--- config.mk ---
export PLATFORM = sky130hd
export DESIGN_NAME = instr_fetch
export DESIGN_NICKNAME = d
export VERILOG_FILES = /design/src/rtl/rv_pkg.sv /design/src/rtl/fetch_fifo.sv /design/src/rtl/instr_fetch.sv
export SDC_FILE = /design/constraint.sdc
export NUM_CORES = 1
export LEC_CHECK = 0
export CAP_MARGIN = 10
export CORE_ASPECT_RATIO = 1.1
export CORE_MARGIN = 1
export CORE_UTILIZATION = 50
export DETAILED_ROUTE_END_ITERATION = 8
export PLACE_DENSITY = 0.75
export REMOVE_ABC_BUFFERS = 1
export SYNTH_ARGS = -nofsm -noshare
export SYNTH_HDL_FRONTEND = slang
export SYNTH_SLANG_ARGS = --single-unit
--- constraint.sdc ---
create_clock -name clk -period 11.5 [get_ports clk]
set_input_delay 2.3 -clock clk [delete_from_list [all_inputs] [get_ports clk]]
set_output_delay 2.3 -clock clk [all_outputs]
set_load 0.01 [all_outputs]
--- src/rtl/rv_pkg.sv ---
// Shared RV fetch-side definitions: datapath width, canonical NOP and fetch FSM states.
package rv_pkg;

    localparam int XLEN = 32;
    localparam logic [XLEN-1:0] INSTR_NOP = 32'h0000_0013;

    typedef enum logic [1:0] {
        FETCH = 2'd0,
        DRAIN = 2'd1,
        HALT  = 2'd2
    } fetch_state_e;

endpackage

--- src/rtl/fetch_fifo.sv ---
// Parametric synchronous FIFO with flush; head is read combinationally, push while full is legal with a pop.
module fetch_fifo #(
    parameter int DEPTH = 2,
    parameter int WIDTH = 32
) (
    input  logic                       clk,
    input  logic                       rst_n,
    input  logic                       push,
    input  logic [WIDTH-1:0]           push_data,
    input  logic                       pop,
    input  logic                       flush,
    output logic [WIDTH-1:0]           head,
    output logic                       full,
    output logic                       empty,
    output logic [$clog2(DEPTH):0]     count
);
    localparam int AW = $clog2(DEPTH);
    localparam int CW = AW + 1;

    logic [WIDTH-1:0] mem [DEPTH];
    logic [AW-1:0]    wr_ptr;
    logic [AW-1:0]    rd_ptr;
    logic             do_push;
    logic             do_pop;

    assign empty   = (count == '0);
    assign full    = (count == CW'(DEPTH));
    assign head    = mem[rd_ptr];
    assign do_pop  = pop && !empty;
    assign do_push = push && (!full || do_pop);

    always_ff @(posedge clk or negedge rst_n) begin
        if (!rst_n) begin
            for (int i = 0; i < DEPTH; i++) mem[i] <= '0;
            wr_ptr <= '0;
            rd_ptr <= '0;
            count  <= '0;
        end else if (flush) begin
            wr_ptr <= '0;
            rd_ptr <= '0;
            count  <= '0;
        end else begin
            if (do_push) begin
                mem[wr_ptr] <= push_data;
                wr_ptr      <= wr_ptr + 1'b1;
            end
            if (do_pop) rd_ptr <= rd_ptr + 1'b1;
            count <= count + CW'(do_push) - CW'(do_pop);
        end
    end

endmodule

--- src/rtl/instr_fetch.sv ---
// Fetch stage: PC, credit-limited imem requests, in-order response tagging and decode-side buffer.
// Optional misaligned-redirect trap enabled by defining INSTR_FETCH_MISALIGN_TRAP_EN.
//
// state | meaning
// FETCH | issue requests while buffer + in-flight credit remains
// DRAIN | redirect taken; wrong-path responses / stale request still outstanding
// HALT  | misaligned redirect trapped; idle until reset
module instr_fetch
    import rv_pkg::*;
#(
    parameter logic [31:0] RESET_PC   = 32'h0000_0000,
    parameter int          FIFO_DEPTH = 2
) (
    input  logic            clk,
    input  logic            rst_n,
    output logic            imem_req_valid,
    input  logic            imem_req_ready,
    output logic [XLEN-1:0] imem_addr,
    input  logic            imem_rsp_valid,
    input  logic [XLEN-1:0] imem_rsp_data,
    output logic            instr_valid,
    input  logic            instr_ready,
    output logic [XLEN-1:0] instr,
    output logic [XLEN-1:0] instr_pc,
    output logic [XLEN-1:0] instr_pc_plus4,
    input  logic            redirect_valid,
    input  logic [XLEN-1:0] redirect_pc,
    output logic            fetch_misalign
);
    localparam int CW = $clog2(FIFO_DEPTH) + 1;

    fetch_state_e      state, state_n;
    logic [XLEN-1:0]   fetch_pc, fetch_pc_n, pend_addr, tgt_pc, tag_pc;
    logic [2*XLEN-1:0] buf_head;
    logic [CW-1:0]     inflight, discard, discard_n, fifo_count, tag_count;
    logic              run, req_pend, pend_stale, pend_stale_n, misalign, misalign_n;
    logic              redir, redir_bad, credit, acc, stall, buf_push, buf_pop;
    logic              buf_empty, buf_full, tag_empty, tag_full;
    logic              unused_sig;

`ifdef INSTR_FETCH_MISALIGN_TRAP_EN
    assign tgt_pc     = redirect_pc;
    assign redir_bad  = redirect_pc[1:0] != 2'b00;
    assign unused_sig = ^{tag_empty, tag_full, buf_full, tag_count};
`else
    assign tgt_pc     = {redirect_pc[XLEN-1:2], 2'b00};
    assign redir_bad  = 1'b0;
    assign unused_sig = ^{tag_empty, tag_full, buf_full, tag_count, redirect_pc[1:0]};
`endif

    // A request stalled by the memory keeps its address even across a redirect.
    assign redir          = redirect_valid && (state != HALT);
    assign credit         = (fifo_count + inflight) < CW'(FIFO_DEPTH);
    assign imem_req_valid = req_pend || (run && (state == FETCH) && credit);
    assign imem_addr      = req_pend ? pend_addr : fetch_pc;
    assign acc            = imem_req_valid && imem_req_ready;
    assign stall          = imem_req_valid && !imem_req_ready;

    assign buf_push = imem_rsp_valid && !redir && (discard == '0) && (state != HALT);
    assign buf_pop  = instr_valid && instr_ready && !redir;

    assign instr_valid    = !buf_empty;
    assign instr          = buf_head[XLEN-1:0];
    assign instr_pc       = buf_head[2*XLEN-1:XLEN];
    assign instr_pc_plus4 = instr_valid ? instr_pc + 32'd4 : '0;
    assign fetch_misalign = misalign;

    always_comb begin
        state_n      = state;
        fetch_pc_n   = fetch_pc;
        pend_stale_n = pend_stale && !acc;
        misalign_n   = misalign;
        discard_n    = discard + CW'(acc && pend_stale) - CW'(imem_rsp_valid && (discard != '0));
        if (acc && !pend_stale) fetch_pc_n = fetch_pc + 32'd4;
        case (state)
            DRAIN:   if ((discard == '0) && !req_pend) state_n = FETCH;
            default: state_n = state;
        endcase
        if (redir) begin
            fetch_pc_n   = tgt_pc;
            discard_n    = inflight + CW'(acc) - CW'(imem_rsp_valid);
            pend_stale_n = stall;
            if (redir_bad) begin
                misalign_n = 1'b1;
                state_n    = HALT;
            end else if ((discard_n != '0) || pend_stale_n) begin
                state_n = DRAIN;
            end else begin
                state_n = FETCH;
            end
        end
    end

    always_ff @(posedge clk or negedge rst_n) begin
        if (!rst_n) begin
            state      <= FETCH;
            fetch_pc   <= RESET_PC;
            pend_addr  <= RESET_PC;
            inflight   <= '0;
            discard    <= '0;
            run        <= 1'b0;
            req_pend   <= 1'b0;
            pend_stale <= 1'b0;
            misalign   <= 1'b0;
        end else begin
            state      <= state_n;
            fetch_pc   <= fetch_pc_n;
            discard    <= discard_n;
            pend_stale <= pend_stale_n;
            misalign   <= misalign_n;
            run        <= 1'b1;
            req_pend   <= stall;
            inflight   <= inflight + CW'(acc) - CW'(imem_rsp_valid);
            if (stall) pend_addr <= imem_addr;
        end
    end

    fetch_fifo #(.DEPTH(FIFO_DEPTH), .WIDTH(XLEN)) u_tag_q (
        .clk       (clk),
        .rst_n     (rst_n),
        .push      (acc),
        .push_data (imem_addr),
        .pop       (imem_rsp_valid),
        .flush     (1'b0),
        .head      (tag_pc),
        .full      (tag_full),
        .empty     (tag_empty),
        .count     (tag_count)
    );

    fetch_fifo #(.DEPTH(FIFO_DEPTH), .WIDTH(2*XLEN)) u_instr_buf (
        .clk       (clk),
        .rst_n     (rst_n),
        .push      (buf_push),
        .push_data ({tag_pc, imem_rsp_data}),
        .pop       (buf_pop),
        .flush     (redir),
        .head      (buf_head),
        .full      (buf_full),
        .empty     (buf_empty),
        .count     (fifo_count)
    );

endmodule

==> flow_metrics.env <==
export IMPL_hp_class="reg -> reg"
export IMPL_routabilityCongestion=0.847
export IMPL_start_util_pct=51.2
export IMPL_cts_resized_gates=0
export IMPL_ys_seq_area_share_pct=51.7
export IMPL_dp_cells=1757
export IMPL_slew_violations=0
export IMPL_ys_warn_count=0
export IMPL_placed_area_mm2=0.0153
export IMPL_path_class="reg -> out"
export IMPL_cts_buffers=28
export IMPL_design_area_mm2=0.0163
export IMPL_drc_errors=0
export IMPL_die_x_um=156
export IMPL_grt_pass1_vias=9681
export IMPL_cts_sinks=270
export IMPL_path_max_fanout=74
export IMPL_synth_area_mm2=0.0131
export IMPL_die_height_um=171
export IMPL_finalNetCount=1521
export IMPL_period_needed_ns=6.85
export IMPL_wl_per_cell_um=16.7
export IMPL_endpoint_kind="output port"
export IMPL_htreeDepth=1
export IMPL_drt_wl_total_mm=30.2
export IMPL_grtUsageTotal_pct=22.5
export IMPL_synth_cells=1282
export IMPL_ant_nets=0
export IMPL_fin_crit_sh_pct=59.5
export IMPL_cpPeakStageDelay_ns=0.73
export IMPL_n_antenna_cell=0
export IMPL_core_area_mm2=0.0255
export IMPL_synth_cell_types=54
export IMPL_synth_avg_cell_area_um2=10.2
export IMPL_grt_overflow=0
export IMPL_max_slew_margin_pct=29.2
export IMPL_syn2layout_area_growth_pct=24.7
export IMPL_fmax_ghz=0.146
export IMPL_clk_pin_slew_worst_paths_ns=0.06
export IMPL_port_buffers=197
export IMPL_ios=201
export IMPL_drive_gt1_share_pct=13.5
export IMPL_cts_buffer_depth=3
export IMPL_max_cap_violations=0
export IMPL_async_flop_share_pct=100
export IMPL_worst_pin_slew_ns=1.06
export IMPL_required_ns=9.20
export IMPL_synthFlopType="dfrtp_1"
export IMPL_ys_ff_latch=270
export IMPL_avgViaCountPerCell=5.49
export IMPL_finalNonFillerCells=1808
export IMPL_root_buffer="clkbuf_16"
export IMPL_first_pass_iters=5
export IMPL_via_count=9924
export IMPL_grt_max_degree=134
export IMPL_skew_ns=0.0135
export IMPL_p_per_area_mw_per_mm2=265
export IMPL_critical_path_arrival_ns=4.55
export IMPL_postCtsHoldBufs=0
export IMPL_drt_iter0_drc=566
export IMPL_peakVddDrop_mv=0.116
export IMPL_dieArea_mm2=0.0268
export IMPL_synth_edf_count=0
export IMPL_tritoncts="yes"
export IMPL_post_cts_buffers=0
export IMPL_fillers=2092
export IMPL_start_kind="register"
export IMPL_crit_path_top_delay_cell="a22oi_1"
export IMPL_hpwlAfterDp_mm=20.2
export IMPL_antenna_found_initial=0
export IMPL_clk_latency_ns=0.53
export IMPL_final_setup_viol_count=0
export IMPL_hold_viol=0
export IMPL_status="completed"
export IMPL_rsz0062_at_grt="false"
export IMPL_core_rowCount=61
export IMPL_crit_chain="buf_4 -> nand3b_1 -> a22oi_1 -> nand4_1 -> or4_1 -> a21oi_1 -> clkdlybuf4s50_1"
export IMPL_crit_family="simple AND/OR/NAND/NOR gates"
export IMPL_fin_tns_setup_ns=0
export IMPL_grt_pass1_wl_mm=48.7
export IMPL_critPathBufInv=2
export IMPL_p_leak_nw=6.89
-- layout make-up --
type / instances / area, um2 / area share [%]
clock buffers: 39 / 813 / 5.00
clock inverters: 12 / 185 / 1.14
inverters: 53 / 199 / 1.22
multi-input cells: 879 / 5820 / 35.7
flip-flops and latches: 270 / 6760 / 41.5
well taps: 346 / 433 / 2.66
repair buffers: 209 / 2070 / 12.7
-- report_power, final --
part / total, mW / switching (mW) / internal, mW
Combinational: 1.71 / 0.827 / 0.878
Clock: 0.964 / 0.362 / 0.603
Sequential: 1.65 / 0.290 / 1.36
Total: 4.32 / 1.48 / 2.84
-- synth_stat cells, types with 2 or more instances --
cell      number  share of area, %
buf_4          2              0.11
or4_1         17              0.98
a31oi_1       17              0.81
dfrtp_1      270                52
nand4_1       21               1.0
and3_1         6              0.29
buf_2         16              0.61
o211ai_1       3              0.17
inv_2          2             0.058
o311ai_0       4              0.27
nand2b_1       3              0.14
a32o_1         2              0.15
nand2_1      110               3.2
xor2_1        12              0.80
o31ai_1       13              0.75
nand3_1       28               1.1
or3_1         14              0.67
mux2i_1       70               5.4
nand4b_1       6              0.40
a21o_1         2              0.11
a211oi_1       3              0.17
and2_1         9              0.43
conb_1         2             0.058
xnor2_1       17               1.1
clkbuf_1      54               1.6
nor2_1       134               3.9
nor3_1         9              0.34
and4_1         4              0.27
inv_1         50               1.4
ha_1          10              0.96
a21oi_1      109               4.2
o21a_1         2              0.11
buf_1          8              0.23
nand3b_1       5              0.29
nor2b_1       12              0.57
mux2_2       123                11
a311o_1        2              0.15
a22oi_1        8              0.46
o21ai_0       87               3.3
a21boi_0       2              0.11
-- worst register-to-register path, cell delays in order, from the launching register on --
cell	delay [ns]
dfrtp_1	0.41
or4b_2	0.65
a21oi_1	0.42
nor2b_4	0.65
buf_4	0.79
mux2_2	0.47
-- state kept, by name, summed over array words and instances, names as in the netlist --
| name | count |
|---|---|
| discard | 2 |
| fetch_pc | 30 |
| inflight | 2 |
| pend_addr | 32 |
| pend_stale | 1 |
| req_pend | 1 |
| run | 1 |
| state | 1 |
| u_instr_buf.count | 2 |
| u_instr_buf.mem | 128 |
| u_instr_buf.rd_ptr | 1 |
| u_instr_buf.wr_ptr | 1 |
| u_tag_q.count | 2 |
| u_tag_q.mem | 64 |
| u_tag_q.rd_ptr | 1 |
| u_tag_q.wr_ptr | 1 |
-- stage by stage --
step | util [%] | total power, mW | hold slack (ns) | setup WS [ns]
finish | 63.9 | 4.32 | 0.479 | 4.65
CTS | 63.9 | 4.35 | 0.484 | 4.58
floorplan | - | 2.63 | 0.444 | 4.09
global placement | 59.9 | 3.29 | 0.456 | 5.13
detailed placement | 59.9 | 3.36 | 0.466 | 5.16
global route | 63.9 | 4.60 | 0.500 | 4.38
-- cell usage in the layout (no fill, tap or decap), types with 3 or more instances in the layout --
cell             synthesis  routed
and4_1                   4       4
clkbuf_16                0      29
nand2b_1                 3       3
dfrtp_1                270     267
nand3b_1                 5       5
mux2_2                 123     123
nand4_1                 21      21
o21ai_0                 87      87
o311ai_0                 4       4
clkdlybuf4s50_1          0     196
clkinv_2                 0       7
nand2_1                110     109
a21oi_1                109     109
o31ai_1                 13      13
nor3_1                   9       9
or4_1                   17      17
a211oi_1                 3       3
nor2_1                 134     133
mux2i_1                 70      70
bufinv_16                0       5
o211ai_1                 3       3
clkbuf_8                 0       5
clkbuf_1                54       5
inv_1                   50      50
a22oi_1                  8       8
nand4b_1                 6       6
and2_1                   9       9
ha_1                    10      10
xnor2_1                 17      17
a31oi_1                 17      16
or3_1                   14      14
nor2b_1                 12      11
xor2_1                  12      12
and3_1                   6       6
buf_4                    2      12
nand3_1                 28      28
-- worst paths after layout --
| check | slack (ns) | cells after the start | to | from |
|---|---|---|---|---|
| max in group asynchronous | 7.97 | 2 | req_pend | rst_n |
| min in group asynchronous | 1.85 | 1 | discard[1] | rst_n |
| hold reg to reg | 0.48 | 2 | u_tag_q.mem[28] | u_tag_q.mem[28] |
| setup / recovery | 4.65 | 7 | instr_pc_plus4[31] | u_instr_buf.rd_ptr |
| setup reg to reg | 7.98 | 5 | u_instr_buf.mem[66] | discard[1] |
| hold / removal | 0.48 | 2 | u_tag_q.mem[28] | u_tag_q.mem[28] |
-- per-layer routing --
layer  share of wire [%]  GRT usage [%]
met5                   0              0
met4                 1.8           5.71
met3                 4.3           2.39
met2                  49           38.8
met1                  45           30.4
-- logic make-up (layout without fill, tap and decap cells) --
kind of cell,after synthesis,in the layout,synth area share (%)
AOI/OAI and AO/OA,263,263,11.5
xor gates and xnor gates,29,29,1.95
adders and majority gates,10,10,0.958
buffers and inverters,133,313,4.03
DFF,270,270,51.7
muxes,193,193,16.0
other,2,2,0.0575
and+or+nand+nor,382,382,13.8
Note: power is estimated with default switching activity, not from simulation.
